[config.mk]
export PLATFORM = sky130hd
export DESIGN_NAME = valu_arbiter
export DESIGN_NICKNAME = d
export VERILOG_FILES = /design/src/rtl/valu_arbiter.sv
export SDC_FILE = /design/constraint.sdc
export NUM_CORES = 1
export LEC_CHECK = 0
export ABC_AREA = 1
export CORE_AREA = 2 2 214 216
export DETAILED_ROUTE_END_ITERATION = 16
export DIE_AREA = 0 0 216 218
export GPL_TIMING_DRIVEN = 0
export PLACE_DENSITY_LB_ADDON = 0.3
export SLEW_MARGIN = 40
export SYNTH_ARGS = -nofsm -noshare
export SYNTH_HDL_FRONTEND = slang
export SYNTH_SLANG_ARGS = --single-unit
[constraint.sdc]
create_clock -name clk -period 3.8 [get_ports clk]
set_clock_uncertainty 0.1 [all_clocks]
set_input_delay 0.57 -clock clk [delete_from_list [all_inputs] [get_ports clk]]
set_output_delay 0.57 -clock clk [all_outputs]
set_load 0.005 [all_outputs]
[src/rtl/valu_arbiter.sv]
// valu_arbiter: round-robin two-requester front end for one shared vector ALU; `define VALU_TIMEOUT_EN adds a WAIT-state watchdog
module valu_arbiter #(
  parameter int TAG_W          = 4,
  parameter int TIMEOUT_CYCLES = 64
) (
  input  logic             clk,
  input  logic             rst,
  input  logic             r0_req_valid,
  output logic             r0_req_ready,
  input  logic [1:0]       r0_req_op,
  input  logic [1:0]       r0_req_sew,
  input  logic [63:0]      r0_req_vs1,
  input  logic [63:0]      r0_req_vs2,
  input  logic [TAG_W-1:0] r0_req_tag,
  input  logic             r1_req_valid,
  output logic             r1_req_ready,
  input  logic [1:0]       r1_req_op,
  input  logic [1:0]       r1_req_sew,
  input  logic [63:0]      r1_req_vs1,
  input  logic [63:0]      r1_req_vs2,
  input  logic [TAG_W-1:0] r1_req_tag,
  output logic             rsp_valid,
  input  logic             rsp_ready,
  output logic             rsp_id,
  output logic [TAG_W-1:0] rsp_tag,
  output logic [63:0]      rsp_data,
  output logic             rsp_err,
  output logic             alu_valid_in,
  output logic [1:0]       alu_op,
  output logic [1:0]       alu_sew,
  output logic [63:0]      alu_vs1,
  output logic [63:0]      alu_vs2,
  input  logic             alu_valid_out,
  input  logic [63:0]      alu_result
);
  typedef enum logic [1:0] {IDLE, ISSUE, WAIT, RESP} state_t;
  state_t           state;
  logic             rr_ptr, g0, g1, fire, bad;
  logic [1:0]       op_w, sew_w;
  logic [63:0]      vs1_w, vs2_w;
  logic [TAG_W-1:0] tag_w;
`ifdef VALU_TIMEOUT_EN
  localparam int CW = $clog2(TIMEOUT_CYCLES + 1);
  logic [CW-1:0] wcnt;
`endif
  if (TIMEOUT_CYCLES < 1) begin : g_bad_timeout
    $error("TIMEOUT_CYCLES must be at least 1");
  end
  always_comb begin
    g0           = rr_ptr ? r0_req_valid & ~r1_req_valid : r0_req_valid;
    g1           = rr_ptr ? r1_req_valid : r1_req_valid & ~r0_req_valid;
    r0_req_ready = ~rst & (state == IDLE) & g0;
    r1_req_ready = ~rst & (state == IDLE) & g1;
    fire         = r0_req_ready | r1_req_ready;
    op_w         = g1 ? r1_req_op  : r0_req_op;
    sew_w        = g1 ? r1_req_sew : r0_req_sew;
    vs1_w        = g1 ? r1_req_vs1 : r0_req_vs1;
    vs2_w        = g1 ? r1_req_vs2 : r0_req_vs2;
    tag_w        = g1 ? r1_req_tag : r0_req_tag;
    bad          = (&op_w) | (&sew_w);
  end
  always_ff @(posedge clk) begin
    if (rst) begin
      state        <= IDLE;
      rr_ptr       <= 1'b0;
      rsp_valid    <= 1'b0;
      rsp_id       <= 1'b0;
      rsp_tag      <= '0;
      rsp_data     <= '0;
      rsp_err      <= 1'b0;
      alu_valid_in <= 1'b0;
      alu_op       <= '0;
      alu_sew      <= '0;
      alu_vs1      <= '0;
      alu_vs2      <= '0;
`ifdef VALU_TIMEOUT_EN
      wcnt         <= '0;
`endif
    end else begin
      case (state)
        IDLE: if (fire) begin
          alu_op       <= op_w;
          alu_sew      <= sew_w;
          alu_vs1      <= vs1_w;
          alu_vs2      <= vs2_w;
          rsp_id       <= g1;
          rsp_tag      <= tag_w;
          rsp_data     <= '0;
          rsp_err      <= bad;
          rsp_valid    <= bad;
          alu_valid_in <= ~bad;
          state        <= bad ? RESP : ISSUE;
        end
        ISSUE: begin
          alu_valid_in <= 1'b0;
          state        <= WAIT;
`ifdef VALU_TIMEOUT_EN
          wcnt         <= '0;
`endif
        end
        WAIT: begin
          if (alu_valid_out) begin
            rsp_data  <= alu_result;
            rsp_err   <= 1'b0;
            rsp_valid <= 1'b1;
            state     <= RESP;
          end
`ifdef VALU_TIMEOUT_EN
          else if (wcnt == CW'(TIMEOUT_CYCLES - 1)) begin
            rsp_err   <= 1'b1;
            rsp_valid <= 1'b1;
            state     <= RESP;
          end else
            wcnt <= wcnt + CW'(1);
`endif
        end
        RESP: if (rsp_ready) begin
          rsp_valid <= 1'b0;
          rr_ptr    <= ~rsp_id;
          state     <= IDLE;
        end
        default: state <= IDLE;
      endcase
    end
  end
endmodule

==> results.md, run 1 <==
* Outcome: finished, final reports clean
* Setup ws final at 0.8923 ns
* RSZ-0062 raised after global routing: false
* Final HPWL DP at 35,070 um
* R2r startpoint: state[1]
* Int Pwr at 5.736 mW
* Mapped Cells at 1,143
* Sequential-to-total area share from yosys stat at 47.32%
* Most common cell after layout, fill and taps aside: clkdlybuf4s50_1
* WP data required at 3.13 ns
* Die Y at 218 um
* Min Tclk post-route at 2.908 ns
* Dominant cell type by area after synthesis: dfxtp_1
* Largest net degree at the start of global routing at 13
* R2R Setup Slk at 1.31 ns
* Die Wd at 216 um
* Hold Startpoint: rsp_data[59]
* Core Util, Final at 35.33%
* Routed len/inst at 19.14 um
* Final period util at 76.52%
* Top-area cell type share of the netlist area at 47.32%
* Dpl ws at 0.6130 ns
* First-pass GRT wire length at 65,690 um
* Setup_tns at 0 ns
* Wire length after detailed routing at 44,760 um
* Share of post-route cells with drive strength above 1 at 5.121%
* Final hold slack at 0.3587 ns
* Final Total Pwr at 8.762 mW
* Final nets at 2,066
* Post-CTS setup buffer count at 0
* Initial drt markers at 640
* Worst skew pair latency at 0.54 ns
* Capturing point of the worst reg2reg path: alu_vs2[44]
* Pwr Density at 552.5 nW/um2
* Sw frac at 34.54%
* Num CTS Buffers at 26
* Clk slew on worst S/H paths at 0.05 ns
* Vias in the first global route at 10,923
* Top Ports at 548
* Least-Margin Pin Slew at 0.6694 ns
* CTS Hold Bufs at 0
* Core ar. at 44,890 um2
* Final GP Congestion at 0.9027
* Post-CTS sizing at 0
* Drt first pass iters at 5
* CTS Buffer Depth at 3
* Max VDD drop at 0.0002551 V
* WHS Endpoint: rsp_data[59]
* Antenna-violating nets left at 0
* Worst path arrival time at 2.24 ns
* Max Slew Vio Count at 0
* Max_cap viols at 0
* All-Layer GR Usage at 17.80%
* Worst reg-to-reg path cell count at 7
* Clock Power Share at 28.7%
* Initial Util at 19.51%
* Hold Crit Class: register to register
* Final Setup Violations at 0
* CTS Root Cell: clkbuf_16
* Residual DRC at 0
* CTS Sinks at 207
* Syn Nets at 1,491
* Placed inst area at 14,990 um2
* Mapped Avg Cell Area at 7.662 um2
* Overflow after GRT at 0
* Commonest cells after routing, fill and taps aside: clkdlybuf4s50_1 (547), nand2_1 (230), dfxtp_1 (207), nand3_1 (141), o21ai_0 (137)
* Row cnt at 78
* Library cells used by synthesis at 22
* Critical path type: input port to output port
* Max Clk Rate at 0.3439 GHz
* CTS tree: yes
* Vias at 10,958
* Via density at 4.685
* Max_slew headroom at 55.38%
* Crit path capture type: output port
* Critical Path Source: rst
* Yosys warnings at 0
* IO buf count at 547
* Crit path max fanout at 7
* CTS H-Tree Depth at 1
* CP startpoint kind: input port
* Leakage at 5.769 nW
* Ranking of synthesized cells by area: dfxtp_1 (47%), nand2_1 (9.9%), a31oi_1 (9.7%)
* WHS Path Cells at 2
* Combinational power share at 38.9%
* Antenna violations before repair at 1
* Final instance area at 15,860 um2
* Non-filler instance count after layout at 2,339
* Number of synthesized register bits at 207
* Switching power at 3.026 mW
* Synth-to-Final Area Change at 81.10%
* Final hold violation count at 0
* DP Cell Count at 2,290
* Cell Area, Synth at 8757 um2
* Reg power frac at 32.4%
* Die area at 47,090 um2
routing by layer:
layer,global-route usage (%),wire (um),share of wire (%),up-vias
met5,0,13,0.029,-
met4,5.046,1062,2.4,2
met3,4.686,3801,8.5,64
met2,31.49,21720,49,460
met1,21.16,18160,41,5168
li1,-,-,-,5264
power groups by stage:
| stage | Clock, mW | Combinational [mW] | Sequential [mW] |
|---|---|---|---|
| final | 2.51 | 3.41 | 2.84 |
| after global routing | 2.66 | 3.73 | 2.88 |
| after CTS | 2.59 | 3.46 | 2.84 |
| after detailed placement | 0 | 3.45 | 2.87 |
| after global placement | 0 | 3.44 | 2.86 |
| after floorplan | 0 | 1.53 | 2.87 |
cell type report:
| type | instances | area [um2] |
|---|---|---|
| sequential | 207 | 4144 |
| clock inverter | 7 | 62.56 |
| multi-input combinational | 795 | 3998 |
| antenna | 1 | 2.502 |
| clock buffer | 41 | 808.3 |
| buffer | 125 | 558.0 |
| timing repair buffer | 547 | 5475 |
| tap | 600 | 750.7 |
| inverter | 16 | 60.06 |
| fill | 4789 | 29030 |
synthesized netlist by cell type:
library cell  instances
or2_2                 2
clkbuf_1             80
and3b_1               1
buf_2                33
nand3_1             141
dfxtp_1             207
buf_6                 5
nand4_1              65
nand3b_1              1
o21ai_0             137
nand2_1             230
inv_2                 2
a21oi_1              67
buf_4                 2
a311oi_1              1
nor2_1                6
nor3_1                1
ha_1                  6
a31oi_1             136
buf_1                 5
nand3_2               1
inv_1                14
worst max-delay path by stage:
| stage | endpoint | depth (start not counted) |
|---|---|---|
| after global placement | alu_vs1[24] | 7 |
| after CTS | r0_req_ready | 5 |
| final | r0_req_ready | 5 |
| after floorplan | alu_vs2[11] | 9 |
| after detailed placement | alu_vs2[44] | 7 |
| after global routing | r0_req_ready | 5 |
worst max-delay path, cell delays in order:
cell and delay (ns):
clkdlybuf4s50_1 0.55, inv_2 0.22, nand4_1 0.23, inv_1 0.12, clkdlybuf4s50_1 0.54
registers in the layout (all words and copies together) (netlist names):
name and flops:
rsp_err 1, alu_op 2, alu_vs2 64, rsp_data 64, rsp_id 1, rsp_tag 4
rsp_valid 1, alu_sew 2, alu_vs1 64, rr_ptr 1, state 2, alu_valid_in 1
logic make-up after synthesis:
group,Yosys count,synth area share [%]
compound gates,341,21.47
fa+ha+maj,6,0.8572
simple gates,448,23.32
buf+inv,141,7.030
flops,207,47.32
No activity file was read; power rests on OpenSTA's default activity.
==> run 2: changes to the inputs <==
- CORE_AREA: 2 2 214 216 -> 2 2 213 215
- DIE_AREA: 0 0 216 218 -> 0 0 215 217
- clock period: 3.8 -> 2.63 ns (I/O delays scaled with it)
==> results.md, run 2 (synthesized netlist as in run 1, its figures left out) <==
* Final hold slack at 0.3167 ns
* Share of post-route cells with drive strength above 1 at 5.635%
* Reg power frac at 32.2%
* IO buf count at 547
* Diodes inserted at 0
* Antenna-violating nets left at 0
* Top delay family on crit path: buffers and inverters
* Commonest cells after routing, fill and taps aside: clkdlybuf4s50_1 (546), nand2_1 (229), dfxtp_1 (206), nand3_1 (141), o21ai_0 (137)
* CP max stage delay at 0.60 ns
* CTS Buffer Depth at 3
* CTS Root Cell: clkbuf_16
* Dpl ws at -0.4180 ns
* Final Setup Violations at 0
* Via density at 4.692
* Top Ports at 548
* WP data required at 2.14 ns
* Max_slew headroom at 59.53%
* Hold Crit Class: input port to register
* Die area at 46,660 um2
* Crit path capture type: output port
* Most common cell after layout, fill and taps aside: clkdlybuf4s50_1
* Synth-to-Final Area Change at 81.41%
* Pwr Density at 801.2 nW/um2
* All-Layer GR Usage at 18.44%
* Final HPWL DP at 35,750 um
* Residual DRC at 0
* Overflow after GRT at 0
* Final instance area at 15,890 um2
* Vias in the first global route at 10,849
* Wire length after detailed routing at 45,380 um
* Leakage at 5.802 nW
* Largest net degree at the start of global routing at 13
* CP startpoint kind: input port
* WP buf/inv at 4
* Initial drt markers at 698
* Fill count at 4,745
* Final period util at 95.68%
* Combinational power share at 39.5%
* Routed len/inst at 19.40 um
* Sw frac at 34.86%
* Regs by FF count: alu_vs1: 64 flops, alu_vs2: 64 flops, rsp_data: 64 flops
* Row cnt at 78
* Area of the multi-input gates at 4013 um2
* Core ar. at 44,700 um2
* Int Pwr at 8.291 mW
* Die Wd at 215 um
* CTS Hold Bufs at 0
* Max Slew Vio Count at 0
* Clk slew on worst S/H paths at 0.06 ns
* Register area at 4145 um2
* Setup_tns at 0 ns
* Max VDD drop at 0.0003845 V
* Final nets at 2,069
* Max_cap viols at 0
* RSZ-0062 raised after global routing: false
* First-pass GRT wire length at 67,050 um
* Setup ws final at 0.1137 ns
* CTS H-Tree Depth at 1
* Antenna violations before repair at 0
* Crit path max fanout at 7
* Clock Power Share at 28.4%
* Outcome: finished, final reports clean
* Switching power at 4.437 mW
* Cell Chain, Critical Path: clkdlybuf4s50_1 > inv_4 > nand4_1 > inv_1 > clkdlybuf4s50_1
* Final hold violation count at 0
* Final GP Congestion at 0.9567
* Critical path type: input port to output port
* CTS tree: yes
* CP most frequent cell: clkdlybuf4s50_1
* Drt first pass iters at 7
* Worst skew pair latency at 0.54 ns
* CTS Sinks at 207
* Initial Util at 19.59%
* Critical-path top delay cell: clkdlybuf4s50_1
* Worst path arrival time at 2.02 ns
* Least-Margin Pin Slew at 0.6070 ns
* Min Tclk post-route at 2.516 ns
* Num CTS Buffers at 26
* Max Clk Rate at 0.3974 GHz
* Die Y at 217 um
* Placed inst area at 14,990 um2
* Vias at 10,974
==> run 2: area by class of cell <==
| type | instances | area share [%] |
|---|---|---|
| multi-input cells | 795 | 25.26 |
| well taps | 600 | 4.726 |
| flip-flops and latches | 207 | 26.09 |
| clock inverters | 8 | 0.4332 |
| repair buffers | 550 | 34.62 |
| clock buffers | 38 | 4.954 |
| inverters | 16 | 0.3938 |
| plain buffers | 125 | 3.521 |
==> run 2: per-stage QoR <==
stage,power (mW),instances,utilization (%)
detailed placement,9.155,2290,33.53
finish,12.73,2339,35.54
global placement,9.134,2290,33.52
global route,13.48,2339,35.54
floorplan,6.354,1143,-
CTS,12.87,2337,35.49
==> run 2: repair_timing <==
action / CTS / global route
endpoints found under the setup margin: 2 / 3
resized for setup: 6 / 4
buffers inserted: 1 / 2
pin swaps: 1 / 0
==> run 2: power by group through the flow <==
stage / Sequential, mW / Combinational (mW) / Clock [mW]
6_report: 4.09 / 5.02 / 3.61
5_1_grt: 4.16 / 5.48 / 3.84
4_1_cts: 4.09 / 5.07 / 3.71
3_5_place_dp: 4.14 / 5.02 / 0
3_3_place_gp: 4.12 / 5.01 / 0
2_1_floorplan: 4.15 / 2.21 / 0
==> run 2: metal layers <==
layer / track usage (%) / vias up / wire (um)
li1: - / 5247 / -
met1: 21.90 / 5155 / 18440
met2: 32.43 / 515 / 21870
met3: 5.451 / 57 / 4047
met4: 4.874 / 0 / 1020
met5: 0 / - / 0
==> run 2: worst reg2reg max path, delay by kind of cell (launching register included) <==
| family | cells | cell delay [ns] |
|---|---|---|
| adder cells (fa/ha/maj) | 1 | 0.17 |
| flip-flops | 1 | 0.35 |
| buffers and inverters | 4 | 1.08 |
| AND/OR/NAND/NOR | 2 | 0.29 |
| AO/OA/AOI/OAI | 1 | 0.18 |
==> run 2: path summary, 6_finish.rpt <==
check,start,end,slack (ns),cells past startpoint
worst max-delay path,rst,r0_req_ready,0.11,5
worst min-delay path,r1_req_vs2[39],alu_vs2[39],0.32,3
worst max register to register,state[0],alu_vs2[34],0.31,8
worst min register to register,rsp_data[44],rsp_data[44],0.36,2
